File: config.mk
export PLATFORM = sky130hd
export DESIGN_NAME = mode_counter
export DESIGN_NICKNAME = d
export VERILOG_FILES = /design/src/rtl/counter_pkg.sv /design/src/rtl/counter_prescaler.sv /design/src/rtl/mode_counter.sv
export SDC_FILE = /design/constraint.sdc
export NUM_CORES = 1
export LEC_CHECK = 0
export BUFFER_PORTS_ARGS = -buffer_cell sky130_fd_sc_hd__clkbuf_2
export CELL_PAD_IN_SITES_DETAIL_PLACEMENT = 1
export CELL_PAD_IN_SITES_GLOBAL_PLACEMENT = 1
export CORE_MARGIN = 2
export CORE_UTILIZATION = 29
export CTS_BUF_LIST = sky130_fd_sc_hd__clkbuf_4 sky130_fd_sc_hd__clkbuf_8 sky130_fd_sc_hd__clkbuf_16
export DETAILED_ROUTE_END_ITERATION = 10
export PLACE_DENSITY = 0.61
export RECOVER_POWER = 50
export SLEW_MARGIN = 15
export SYNTH_ARGS = -nofsm -noshare
export SYNTH_HDL_FRONTEND = slang
export SYNTH_SLANG_ARGS = --single-unit
File: constraint.sdc
create_clock -name clk -period 2.1 [get_ports clk]
set_input_delay 0.42 -clock clk [delete_from_list [all_inputs] [get_ports clk]]
set_output_delay 0.42 -clock clk [all_outputs]
set_load 0.02 [all_outputs]
File: src/rtl/counter_pkg.sv
// Shared encodings for the mode_counter family: direction and limit-behaviour codes.
package counter_pkg;

    localparam logic MODE_WRAP = 1'b0;
    localparam logic MODE_SAT  = 1'b1;

    localparam logic DIR_DOWN  = 1'b0;
    localparam logic DIR_UP    = 1'b1;

endpackage : counter_pkg

File: src/rtl/counter_prescaler.sv
// Step qualifier for mode_counter: tick is high while the phase counter sits at PRESCALE-1.
// Built only when COUNTER_PRESCALE_EN is defined.
module counter_prescaler #(
    parameter int PRESCALE = 1
) (
    input  logic clk,
    input  logic rst,
    input  logic clr,
    input  logic hold,
    output logic tick
);

    localparam int              PW   = (PRESCALE > 1) ? $clog2(PRESCALE) : 1;
    localparam logic [PW-1:0]   LAST = PW'(PRESCALE - 1);

    logic [PW-1:0] phase;

    assign tick = (phase == LAST);

    // clr covers load and !enable; hold keeps the phase across a pause.
    always_ff @(posedge clk or posedge rst) begin
        if (rst) begin
            phase <= '0;
        end else if (clr) begin
            phase <= '0;
        end else if (!hold) begin
            phase <= tick ? '0 : phase + PW'(1);
        end
    end

endmodule : counter_prescaler

File: src/rtl/mode_counter.sv
// Parametrised up/down wrap/saturate counter with synchronous load and terminal-count pulse.
// Optional prescaler enabled by defining COUNTER_PRESCALE_EN.
module mode_counter
    import counter_pkg::*;
#(
    parameter int               WIDTH    = 8,
    parameter logic [WIDTH-1:0] MAX_VAL  = {WIDTH{1'b1}},
    parameter int               PRESCALE = 1
) (
    input  logic             clk,
    input  logic             rst,
    input  logic             enable,
    input  logic             pause,
    input  logic             dir,
    input  logic             mode,
    input  logic             load,
    input  logic [WIDTH-1:0] load_val,
    output logic [WIDTH-1:0] count,
    output logic             tc
);

    if (MAX_VAL == '0) begin : g_bad_max_val
        $error("mode_counter: MAX_VAL must be non-zero");
    end
    if (PRESCALE < 1) begin : g_bad_prescale
        $error("mode_counter: PRESCALE must be >= 1");
    end

    logic             step_ok;
    logic [WIDTH-1:0] count_d;
    logic             tc_d;

`ifdef COUNTER_PRESCALE_EN
    counter_prescaler #(
        .PRESCALE (PRESCALE)
    ) u_prescaler (
        .clk  (clk),
        .rst  (rst),
        .clr  (load | ~enable),
        .hold (pause),
        .tick (step_ok)
    );
`else
    assign step_ok = 1'b1;
`endif

    // Priority: load > !enable > pause > step. tc is only raised by a boundary step.
    always_comb begin
        count_d = count;
        tc_d    = 1'b0;
        if (load) begin
            count_d = (load_val > MAX_VAL) ? MAX_VAL : load_val;
        end else if (!enable) begin
            count_d = '0;
        end else if (pause) begin
            count_d = count;
        end else if (step_ok) begin
            if (dir == DIR_UP) begin
                if (count == MAX_VAL) begin
                    count_d = (mode == MODE_SAT) ? MAX_VAL : '0;
                    tc_d    = 1'b1;
                end else begin
                    count_d = count + WIDTH'(1);
                end
            end else begin
                if (count == '0) begin
                    count_d = (mode == MODE_SAT) ? '0 : MAX_VAL;
                    tc_d    = 1'b1;
                end else begin
                    count_d = count - WIDTH'(1);
                end
            end
        end
    end

    always_ff @(posedge clk or posedge rst) begin
        if (rst) begin
            count <= '0;
            tc    <= 1'b0;
        end else begin
            count <= count_d;
            tc    <= tc_d;
        end
    end

endmodule : mode_counter

After elaboration in Yosys (flattened, before gate mapping)
Cells that the tools add are included.
Storage, ports and cells
  register bits after elaboration: 9
  input port bits: 15
  output and inout bits: 9
  word-level logic and storage cells: 23
Cells by class
  add/sub/neg operators: 2
  $lt $le $gt $ge: 1
  equality and inequality tests: 2
  mux-type cells: 15
  reductions and logical operators: 1
Operators with widths (count)
  8-bit two-way mux: 9
  8-bit by 1-bit adder with 8-bit output (second input constant): 1
  8-bit equality test (second input constant): 1
  8-bit greater-than comparator (second input constant): 1
  8-bit logical NOT: 1
  8-bit by 1-bit subtractor with 8-bit output (second input constant): 1
  1-bit two-way mux: 6
  3-bit by 2-bit != test with 1-bit output (second input constant): 1

Longest topological paths before layout
  depth after elaboration: 6
  gate-level depth with buffers: 7
  depth with buffers taken out: 7

Worst setup path after synthesis
OpenSTA, ideal clock, no wires.
  path kind: register to register
  start point: register count[0]
  end point: register count[7]
  library setup time: 0.127 ns
  data arrival time: 1.840 ns
  required time: 1.973 ns
  setup slack: 0.133 ns
  cell stages (with the launch flop): 7
  path buffers: 1
  period minus slack after synthesis: 1.967 ns
  path through: dfrtp_1 > ha_1 > and4_4 > buf_6 > or4b_1 > a32oi_1 > o21ai_1
Between the ends
  word-level cells in the longest chain between the ends: 6
  elaborated cells between the ends (all ways): 10
  those cells by class: add/sub: 2; eq/ne: 1; mux: 6; reduce/logical: 1
Ends and longest elaborated chain
  start: declaration: RTL line mode_counter.sv:18  | output logic [WIDTH-1:0] count,
  start signal: assignment: RTL line mode_counter.sv:81  | count <= count_d;
  8-bit by 1-bit subtractor with 8-bit output (tied with other cells): RTL line mode_counter.sv:70  | count_d = count - WIDTH'(1);
  8-bit two-way mux, on equally long branches: RTL line mode_counter.sv:66, mode_counter.sv:59
  8-bit two-way mux (*): RTL line mode_counter.sv:58  | if (dir == DIR_UP) begin
  8-bit two-way mux (*): RTL line mode_counter.sv:55  | end else if (pause) begin
  8-bit two-way mux (*): RTL line mode_counter.sv:53  | end else if (!enable) begin
  8-bit two-way mux (*): RTL line mode_counter.sv:51  | if (load) begin
Mark *: on every way between the ends. The rest lies on a longest branch, timed or not. The select of a mux whose other input is x is not followed.
A chain may end at the register's enable or synchronous reset.

Worst setup path in the final report
  start point: register count[1]
  end point: register count[0]
Between the ends
  word-level cells in the longest chain between the ends: 6
  elaborated cells between the ends (all ways): 8
  those cells by class: eq/ne: 1; mux: 6; reduce/logical: 1
Ends and longest elaborated chain (RTL line)
  8-bit equality test or 8-bit logical NOT (tied branches): mode_counter.sv:59, mode_counter.sv:66
  8-bit two-way mux, on equally long branches: mode_counter.sv:59, mode_counter.sv:66
  8-bit two-way mux (*): mode_counter.sv:58
  8-bit two-way mux (*): mode_counter.sv:55
  8-bit two-way mux (*): mode_counter.sv:53
  8-bit two-way mux (*): mode_counter.sv:51
Marked as above.

==> flow_summary.toml <==
[clock_tree]
root_buffer = "clkbuf_4"
hold_buffers = 0
htree_levels = 1
clkSinkCount = 9
cts_buffers = 3
worstSkewPairLatency_ns = 0.27
post-cts-setup-buffer-count = 0
clockBufferDepth = 2
cts_tree = "built"
clkTransAtPathRegs_ns = 0.07

[place]
dp_slack_ns = 0.0405
hpwl_um = 2430
io_buffer_count = 23
placed_cells = 179
place_congestion = 0.818

[logic_synthesis]
ys_ff_latch = 9
synth_edf_count = 0
synth_top_area_share_pct = 24.3
synth_common_cells = "10 x a21oi_1, 10 x o21ai_0, 9 x dfrtp_1, 9 x nand2_1, 7 x inv_1"
async_reset_ff_share_pct = 100
yosysUniqueCellTypes = 46
synthesis.nets = 133
avgSynthCellArea_um2 = 8.06
ys_warn_count = 0
synth.yosys.seq_area_share_pct = 24.3
syn_inst = 115
syn-cell-area_um2 = 927
synthFlopType = "dfrtp_1"
synthTopCellsByArea = "dfrtp_1 24%, a21oi_1 5.4%, o21ai_0 5.4%"
synth_area_leader_cell = "dfrtp_1"

[floorplan]
dieArea_um2 = 3670
die_h_um = 60.5
pin_count = 24
row_count = 20
die_x_um = 60.5
core-area_um2 = 3050
initial_utilization_pct = 30.4

[critical_path]
cp.arrival_ns = 2.14
path_delay_family = "compound AO/OA/AOI/OAI gates"
worst_path_max_delay_cell = "dfrtp_2"
path_max_fanout = 8
cp_data_required_time_ns = 2.24
cp.buffers_inverters = 1
path_cells = "inv_1 -> ha_1 -> nor3b_4 -> nand4b_1 -> o211a_4 -> a221oi_1 -> a21oi_1"
r2r_end = "count[0]"
startpoint_type = "flip-flop"
rr_worst_depth = 7
slowest_delay_ns = 0.46
path_class = "reg2reg"
reg2reg_slack_ns = 0.10
reg2reg_from = "count[1]"
end_kind = "flip-flop"

[layout]
final_util_pct = 37.0
n_antenna_cell = 0
fin_cells = 183
nNetsFinal = 158
syn2layout_area_growth_pct = 22.0
drive_above_1_share_pct = 33.8

[status]
status = "completed"

[routing]
vias = 1026
drtPass1Iterations = 4
finalWirelength_um = 3250
routedWlPerCell_um = 17.8
route.detailed.drc = 0
ant_nets = 0
drtIter0Drc = 21
avgViaCountPerCell = 5.61

[sta]
layout_min_cycle_time_ns = 2.00
hold_ws_ns = 0.117
fin_crit_sh_pct = 95.1
clock_skew_ns = 0.00267
maxSlewHeadroom_pct = 71.2
tightest_slew_ns = 0.431
hold_violations = 0
final_max_slew_viol_count = 0
fin_setup_tns_ns = 0
setup_violations = 0
max_freq_mhz = 501
worst_slack_ns = 0.102

[worst_hold_path]
hold_path.class = "in2async"

[pwr]
vdd_drop_max_mv = 0.200
leakagePower_nw = 0.494
powerDensity_nw_per_um2 = 578

[global_route]
grt_max_degree = 16
grt_pass1_wl_um = 5000
antenna_found_initial = 0
grt_util_all_layers_pct = 19.0
gr-total-overflow = 0
grt_pass1_vias = 1018

[flow_run]
drv_cap = 0
## worst register-to-register path: stages (launching register included)
cell	delay, ns
dfrtp_2	0.46
inv_1	0.12
ha_1	0.19
nor3b_4	0.33
nand4b_1	0.20
o211a_4	0.21
a221oi_1	0.25
a21oi_1	0.09
## worst max-delay path by stage
stage | slack, ns | to | depth (start not counted) | startpoint
final | 0.10 | count[0] | 7 | count[1]
after global placement | 0.14 | count[1] | 7 | count[0]
after global routing | -0.009 | count[0] | 7 | count[1]
after floorplan | 0.13 | count[7] | 6 | count[0]
after CTS | 0.03 | count[1] | 7 | count[0]
after detailed placement | 0.04 | count[1] | 7 | count[0]
## sequential cells by signal (all words and copies together) (netlist names)
register and count:
count 8, tc 1
## per-stage QoR
stage | instance area, µm² | power (mW)
floorplan | 927 | 0.404
global route | 1130 | 0.697
CTS | 1120 | 0.651
finish | 1130 | 0.654
global placement | 1090 | 0.486
detailed placement | 1090 | 0.488
## layout make-up
class                   count  area [µm²]
fillers                   408        1920
multi-input cells          88         618
flip-flops and latches      9         228
repair buffers             31         174
well taps                  44        55.1
clock buffers               4        30.0
inverters                   7        26.3
## metal layers
layer / global-route usage (%) / wire length (µm) / vias to the layer above
met4: 4.66 / 14 / 0
met3: 4.05 / 193 / 2
li1: - / - / 480
met1: 24.5 / 1450 / 514
met2: 32.6 / 1600 / 30
met5: 0 / 0 / -
## cells by family after synthesis
kind of cell	after synthesis	share of synthesized area, %
buf+inv	18	10.5
simple gates	37	24.6
xor+xnor	1	0.945
flops	9	24.3
mux	1	1.08
compound gates	46	34.5
fa+ha+maj	3	4.05
## what timing repair did
action | in CTS | in global routing
setup endpoints to repair | 0 | 6
resized for setup | 0 | 5
hold endpoints to repair | 0 | 0
## power breakdown
| group | switching (mW) | internal [mW] | total, mW |
|---|---|---|---|
| Combinational | 0.153 | 0.109 | 0.262 |
| Clock | 0.0705 | 0.0865 | 0.157 |
| Sequential | 0.0443 | 0.191 | 0.235 |
## layout by cell type (no fill, tap or decap), types with 2 or more instances in the layout
cell type  instances
and3_1             3
a21o_2             2
clkbuf_2          22
o21ai_0           10
inv_1              6
a221oi_1           4
a32oi_1            2
o211ai_1           2
clkbuf_4           4
nand3_1            5
nand2_1            9
nor3_1             2
ha_1               3
a21oi_1           10
nor2b_1            2
nand4_1            2
buf_4              8
dfrtp_1            7
nor2_1             4
dfrtp_2            2
a22oi_1            3
(Power assumes the default switching activity.)
